--- src/rtl/t02_pc_unit.sv ---
// Program counter / next-PC stage for the team_02 RV32I core: IDLE/FETCH/EXECUTE sequencing,
// branch and jump resolution from the ALU result. Optional trap on misaligned targets: T02_MISALIGN_TRAP_EN.
module t02_pc_unit #(
  parameter logic [31:0] RESET_PC = 32'h3300_0000
) (
  input  logic        clk,
  input  logic        rst,
  input  logic        imem_ack,
  input  logic        dmem_busy,
  input  logic        is_branch,
  input  logic        is_jal,
  input  logic        is_jalr,
  input  logic [2:0]  funct3,
  input  logic [31:0] imm,
  input  logic [31:0] alu_result,
  input  logic        alu_zero,
  output logic [31:0] pc,
  output logic [31:0] pc_plus4,
  output logic        fetch_req,
  output logic        exec_en,
  output logic        taken,
  output logic        misalign
);

  localparam logic [1:0] S_IDLE  = 2'b00;
  localparam logic [1:0] S_FETCH = 2'b01;
  localparam logic [1:0] S_EXEC  = 2'b10;

  logic [1:0]  state;
  logic        cond;
  logic        redirect;
  logic        bad_target;
  logic        mis_q;
  logic [31:0] npc_raw;
  logic [31:0] npc;

  assign pc_plus4  = pc + 32'd4;
  assign fetch_req = (state == S_FETCH);
  assign exec_en   = (state == S_EXEC);
  assign misalign  = mis_q;

  // BLT/BGE use the ALU's SLT bit; unsigned compares are never taken.
  always_comb begin
    cond = 1'b0;
    case (funct3)
      3'b000:  cond = alu_zero;
      3'b001:  cond = !alu_zero;
      3'b100:  cond = alu_result[0];
      3'b101:  cond = !alu_result[0];
      default: cond = 1'b0;
    endcase
  end

  always_comb begin
    redirect = is_jalr | is_jal | (is_branch & cond);
    if (is_jalr)       npc_raw = {alu_result[31:1], 1'b0};
    else if (redirect) npc_raw = pc + imm;
    else               npc_raw = pc_plus4;
  end

`ifdef T02_MISALIGN_TRAP_EN
  assign bad_target = |npc_raw[1:0];
  assign npc        = npc_raw;
`else
  assign bad_target = 1'b0;
  assign npc        = npc_raw & ~32'd3;
`endif

  always_ff @(posedge clk) begin
    if (rst) begin
      pc    <= RESET_PC;
      state <= S_IDLE;
      taken <= 1'b0;
      mis_q <= 1'b0;
    end else begin
      case (state)
        // A trapped core parks here until reset.
        S_IDLE:  if (!mis_q) state <= S_FETCH;
        S_FETCH: if (imem_ack) state <= S_EXEC;
        S_EXEC: begin
          if (!dmem_busy) begin
            if (bad_target) begin
              mis_q <= 1'b1;
              state <= S_IDLE;
            end else begin
              pc    <= npc;
              taken <= redirect;
              state <= S_FETCH;
            end
          end
        end
        default: state <= S_IDLE;
      endcase
    end
  end

endmodule
--- config.mk ---
export PLATFORM = sky130hd
export DESIGN_NAME = t02_pc_unit
export DESIGN_NICKNAME = d
export VERILOG_FILES = /design/src/rtl/t02_pc_unit.sv
export SDC_FILE = /design/constraint.sdc
export NUM_CORES = 1
export LEC_CHECK = 0
export BUFFER_PORTS_ARGS = -buffer_cell sky130_fd_sc_hd__buf_4
export CORE_ASPECT_RATIO = 1.75
export CORE_UTILIZATION = 33
export DETAILED_ROUTE_END_ITERATION = 8
export PLACE_DENSITY = 0.57
export SETUP_SLACK_MARGIN = 0.1
export SLEW_MARGIN = 0
export SYNTH_ARGS = -nofsm -noshare
export SYNTH_HDL_FRONTEND = slang
export SYNTH_SLANG_ARGS = --single-unit
--- constraint.sdc ---
create_clock -name clk -period 3.3 [get_ports clk]
set_clock_uncertainty 0.1 [all_clocks]
set_input_delay 0.33 -clock clk [delete_from_list [all_inputs] [get_ports clk]]
set_output_delay 0.33 -clock clk [all_outputs]
set_load 0.02 [all_outputs]
# Yosys cells after proc, flatten, opt, wreduce, memory -nomap -nowiden
# Cells that the tools add are included.
# Widths: inputs -> output; s select.
op_classes:
  eq_ne: 7
  n_reduce_logical: 6
  bitwise_logic: 4
  n_mux: 6
  addsub: 2
ops:
  columns: ["op", "count"]
  rows:
  - ["$mux 32", 2]
  - ["$add 32x3->32 const B", 1]
  - ["$add 32x32->32", 1]
  - ["$eq 3x3->1 const B", 2]
  - ["$pmux 2 s3", 1]
  - ["$mux 2", 2]
  - ["$ne 2x2->1 const B", 2]
  - ["$pmux 1 s4", 1]
  - ["$reduce_and 2->1", 2]
  - ["$eq 3x1->1 const B", 1]
  - ["$logic_not 3->1", 1]
  - ["$eq 2x1->1 const B", 1]
  - ["$eq 2x2->1 const B", 1]
  - ["$logic_not 1->1", 2]
  - ["$logic_not 2->1", 1]
  - ["$or 1x1->1", 2]
  - ["$and 1x1->1", 1]
  - ["$not 1->1", 1]
totals:
  output_inout_bits: 68
  input_bits: 75
  register_bits: 33

# Logic depth before layout (Yosys ltp)
logic_depth:
  ltp_word: 6
  ltp_mapped: 10
  ltp_nobuf: 10

# Worst setup path after synthesis
# Ideal clock, no wire load.
synth_path:
  path_kind: "register to register"
  startpoint: "reg pc[3]"
  endpoint: "reg pc[30]"
  slack_ns: 0.539
  required_time_ns: 3.082
  path_buffers: 0
  stages_incl_launch_ff: 10
  arrival_ns: 2.543
  cell_sequence: "dfxtp_1 > ha_1 > nand3_1 > or4_1 > nor2_1 > nand2_1 > xnor2_1 > a221o_1 > a2bb2oi_1 > nand2_1"
synth_between:
  elab_chain_len: 3
  elab_cells_between_ends: 4
  cone_classes: "2 x add/sub; 2 x mux"
synth_rtl:
  columns: ["element", "line", "source"]
  rows:
  - ["start, declared", "17", "output logic [31:0] pc,"]
  - ["start signal, assigned", "86", "pc <= npc;"]
  - ["$add 32x3->32", "37", "assign pc_plus4 = pc + 32'd4;"]
  - ["named net pc_plus4[30]", "18", "output logic [31:0] pc_plus4,"]
  - ["$mux 32", "57", "else if (redirect) npc_raw = pc + imm;"]
  - ["$mux 32", "56", "if (is_jalr) npc_raw = {alu_result[31:1], 1'b0};"]
# The timed path passes the listed nets, and every way through them passes these cells.
# A chain may end at the register's enable or synchronous reset.

# Worst setup path in the final report
layout_path:
  startpoint: "reg pc[3]"
  endpoint: "out pc_plus4[26]"
layout_between:
  elab_chain_len: 1
layout_rtl:
  columns: ["element", "line"]
  rows:
  - ["$add 32x3->32", "37"]
  - ["end, declared", "18"]
# No other way between the ends.

==> flow_results.org <==
** Timing
- Shortest period the worst path allows :: 3.02 ns
- Total negative slack :: 0 ns
- The count of endpoints failing hold in the final timing report came to 0.
- Setup slack on the critical path of the routed design comes to 0.283 ns.
- For the pin with the worst max-slew slack, the measured transition is 0.810 ns.
- In this run the tightest slew margin relative to its limit is 45.8%.
- Based on the critical path, the design can be clocked at up to 331 MHz.
- Final worst-path cycle share :: 91.4%
- The tightest hold path in the finished design has a slack of 0.197 ns.
- Setup repair after global routing left no endpoint under its margin.
- Total count of max-transition violations in the final report :: 0
- Setup violations remaining at the end of the flow were counted as 0.

** Drt
- Total number of vias :: 4906
- Wires add up to 16300 µm.
- Dividing the detail-routed via count by the number of cells gives 5.89.
- The pre-antenna-repair detailed-routing pass consisted of 7 iterations.
- In the routed design, unresolved DRC markers number 0.
- The first routing iteration left 209 violations.
- Dividing the detail-routed wire length by the instance count gives 19.6 µm.
- The detail route stage leaves a number of antenna-violating nets equal to 0.

** Yosys
- The biggest area contributor in the post-synthesis netlist is sky130_fd_sc_hd__dfxtp_1.
- Flops & latches, synth :: 33
- The synthesized netlist contains 65 unique library cells.
- Dominant cells by area after synthesis :: sky130_fd_sc_hd__dfxtp_1, sky130_fd_sc_hd__ha_1, sky130_fd_sc_hd__a21oi_1
- Portion of the post-synthesis area used by sequential elements :: 16.4%
- EDFF count, synth :: 0
- Area share of the largest cell type after synthesis :: 16.4%
- Async set-reset flop share out of synthesis :: 0%
- Area of the mapped netlist :: 4030 µm²
- Synthesized netlist cell count :: 560
- The most used flip-flop cell after synthesis is sky130_fd_sc_hd__dfxtp_1.
- Each instance of the synthesized netlist takes up on average 7.19 µm².
- Yosys printed 0 warnings.

** Die
- From left edge to right edge, the die measures 85.5 µm.
- The total area inside the core boundary comes to 11900 µm².
- The initial utilization of the core area, before any placement, comes to 33.7%.
- The die is 148 µm tall.
- The floorplan step defined a die boundary enclosing 12700 µm².
- Count of pins on the block boundary :: 143
- # rows :: 53

** Worst setup path
- In this design, the stage delay of the slowest critical-path cell is 0.56 ns.
- Traced cell by cell, the critical path runs through ha_1 > nand3_1 > or4_1 > nor2_2 > nand4_1 > xnor2_1 > buf_4.
- Crit path to :: pc_plus4[26]
- Counting buffers and inverters, the worst setup path is 7 cells deep.
- R2r endpoint :: pc[31]
- Startpoint type of the worst setup path :: flip-flop
- Worst Setup End Kind :: primary output
- Of all nets on the critical path, the largest fanout is 7.
- Data arrives at the worst endpoint at 2.59 ns.
- Startpoint of the worst-slack reg-to-reg timing path :: pc[5]
- Tracing the worst setup path back leads to its startpoint at pc[3].
- Standard cell with the maximum stage delay on the critical path :: sky130_fd_sc_hd__or4_1
- The worst register-to-register path has a setup slack of 0.40 ns.
- The kind of cell with the highest combined delay along the critical path is simple AND/OR/NAND/NOR gates.
- CP Data Required Time :: 2.87 ns
- Count of buffering cells on the critical path with inverters included :: 1
- Kind of critical path :: reg -> out
- Measured in cells, the most critical reg-to-reg path has a length of 9.

** Cells and area
- Once layout is complete, the utilization of the core stands at 44.8%.
- Nets@finish :: 801
- The post-route netlist has 25.3% of its cells at a drive strength greater than 1.
- Syn-to-layout area delta :: 32.7%
- Antenna fix cells :: 0

** Global routing
- Met2 global-route usage :: 47.8%
- Global routing used 28.1% of the available met1 tracks.
- The initial antenna violation count is 0.
- Entering global routing, the biggest net connects 34 pins.
- Global-route wire length before repair :: 25300 µm
- For this run, global-route usage on met3 was measured as 2.33%.
- The number of global-route vias before repair is 4857.
- For this run, the total global-route usage over all layers was measured as 26.0%.
- Summed over all layers, the global routing overflow is 0.
- Layer with the highest usage :: met2

** Placement
- Half-perimeter wire length after placement :: 12600 µm
- Number of buffers inserted by port buffering :: 134
- OpenSTA, run right after detailed placement, puts the worst setup slack at 0.190 ns.
- Final weighted congestion of routability-driven global placement :: 0.984

** Power
- Clk network pwr share :: 38.7%
- The share of total power dissipated in sequential elements is 30.7%.
- P_leak :: 2.46 nW
- Psw :: 0.461 mW
- The internal power of the cells totals 0.911 mW.
- Switching share of total power :: 33.6%
- For this design the ratio of total power to cell area is 257 nW/µm².
- Portion of total power attributed to combinational logic :: 30.5%
- VDD sags by at most 0.000161 V.

** Min path
- The worst hold path belongs to the class in -> reg.

** Status
- The flow ran to the end, and the final reports show no timing, DRC or antenna violations.

** Clock tree
- In this run, CTS created clock tree buffers numbering 5.
- The clock net in this run drives a total of 33 sinks.
- Maximum clock path buffer count :: 2
- CTS placed an instance of sky130_fd_sc_hd__clkbuf_16 at the clock tree root.
- TritonCTS built the clock tree.
- The number of setup buffers added after CTS is 0.
- After clock tree synthesis, the clock-pin slew on the worst setup and hold paths is 0.06 ns.
- The clock reaches the later pin of the worst-skew pair after 0.29 ns.
- The H-tree was split into 2 levels.

** Run
- Total of max-cap violations :: 0
## repair_timing
| action | CTS | global route |
|---|---|---|
| setup endpoints to repair | 0 | 4 |
| gates resized for setup | 0 | 3 |
| hold buffers | 0 | 0 |
## worst reg2reg max path: cells and delay by family, from the launching register on
kind                       cells  cell delay (ns)
muxes                          1             0.24
adders and majority gates      1             0.40
and+or+nand+nor                3             0.37
AOI/OAI and AO/OA              4             1.28
DFF                            1             0.37
## placed cells by master, fill, tap and decap left out, drive strengths merged, types with 8 or more instances in the layout
cell / instances
dfxtp: 33
a21o: 20
o21ai: 30
inv: 10
xnor2: 30
nand4: 13
nor3: 15
a211oi: 9
o211ai: 11
a21oi: 54
buf: 154
ha: 30
xor2: 18
a31oi: 8
nand3: 23
nor2: 55
nand2: 72
## routing by layer
layer | vias up | share of wire [%]
met2 | 236 | 53
li1 | 2331 | -
met5 | - | 0
met1 | 2277 | 36
met3 | 62 | 4.8
met4 | 0 | 6.1
## power by group through the flow
stage / Combinational, mW / Sequential [mW] / Clock, mW
global placement: 0.412 / 0.430 / 0
finish: 0.419 / 0.422 / 0.532
floorplan: 0.247 / 0.438 / 0
CTS: 0.415 / 0.421 / 0.542
global route: 0.455 / 0.423 / 0.553
detailed placement: 0.414 / 0.430 / 0
## Yosys cell counts (all sizes together) (6+ instances only)
cell and instances:
nand2 72, nor2 55, a21oi 54, dfxtp 33, ha 30, o21ai 30
xnor2 30, nand3 23, a21o 20, xor2 18, clkbuf 16, nor3 15
buf 14, nand4 13, o211ai 11, inv 10, a211oi 9, a31oi 8
and3 7, and4 7, mux2i 7, nand2b 6
## kinds of logic after synthesis
family / share of synthesized area, %
XOR/XNOR: 10.4
AND/OR/NAND/NOR: 26.1
other: 0.0931
AO/OA/AOI/OAI: 29.5
flip-flops: 16.4
multiplexers: 1.74
buffers and inverters: 5.87
adder cells (fa/ha/maj): 9.82
## registers in the layout, summed over array words and instances, names as in the netlist
register  cells
pc           30
state         2
taken         1
## area by class of cell
type	instances	area [µm²]
Timing Repair Buffer	154	1160
Inverter	10	37.5
Clock inverter	1	5.00
Fill cell	1227	6590
Clock buffer	7	153
Tap cell	137	171
Sequential cell	33	661
Multi-Input combinational cell	491	3160
## metrics by stage
step | cells | power, mW | area (µm²)
2_1_floorplan | 564 | 0.686 | 4040
3_3_place_gp | 825 | 0.842 | 5170
3_5_place_dp | 825 | 0.844 | 5170
4_1_cts | 833 | 1.38 | 5330
5_1_grt | 833 | 1.43 | 5350
6_report | 833 | 1.37 | 5350
## worst min-delay path by stage
stage	cells after the start	start	slack, ns	to
floorplan	2	imem_ack	0.37	state[1]
global placement	2	taken	0.39	taken
detailed placement	2	taken	0.41	taken
CTS	3	imem_ack	0.20	state[1]
global route	3	imem_ack	0.20	state[1]
finish	3	imem_ack	0.20	state[1]
Note: power is estimated with default switching activity, not from simulation.
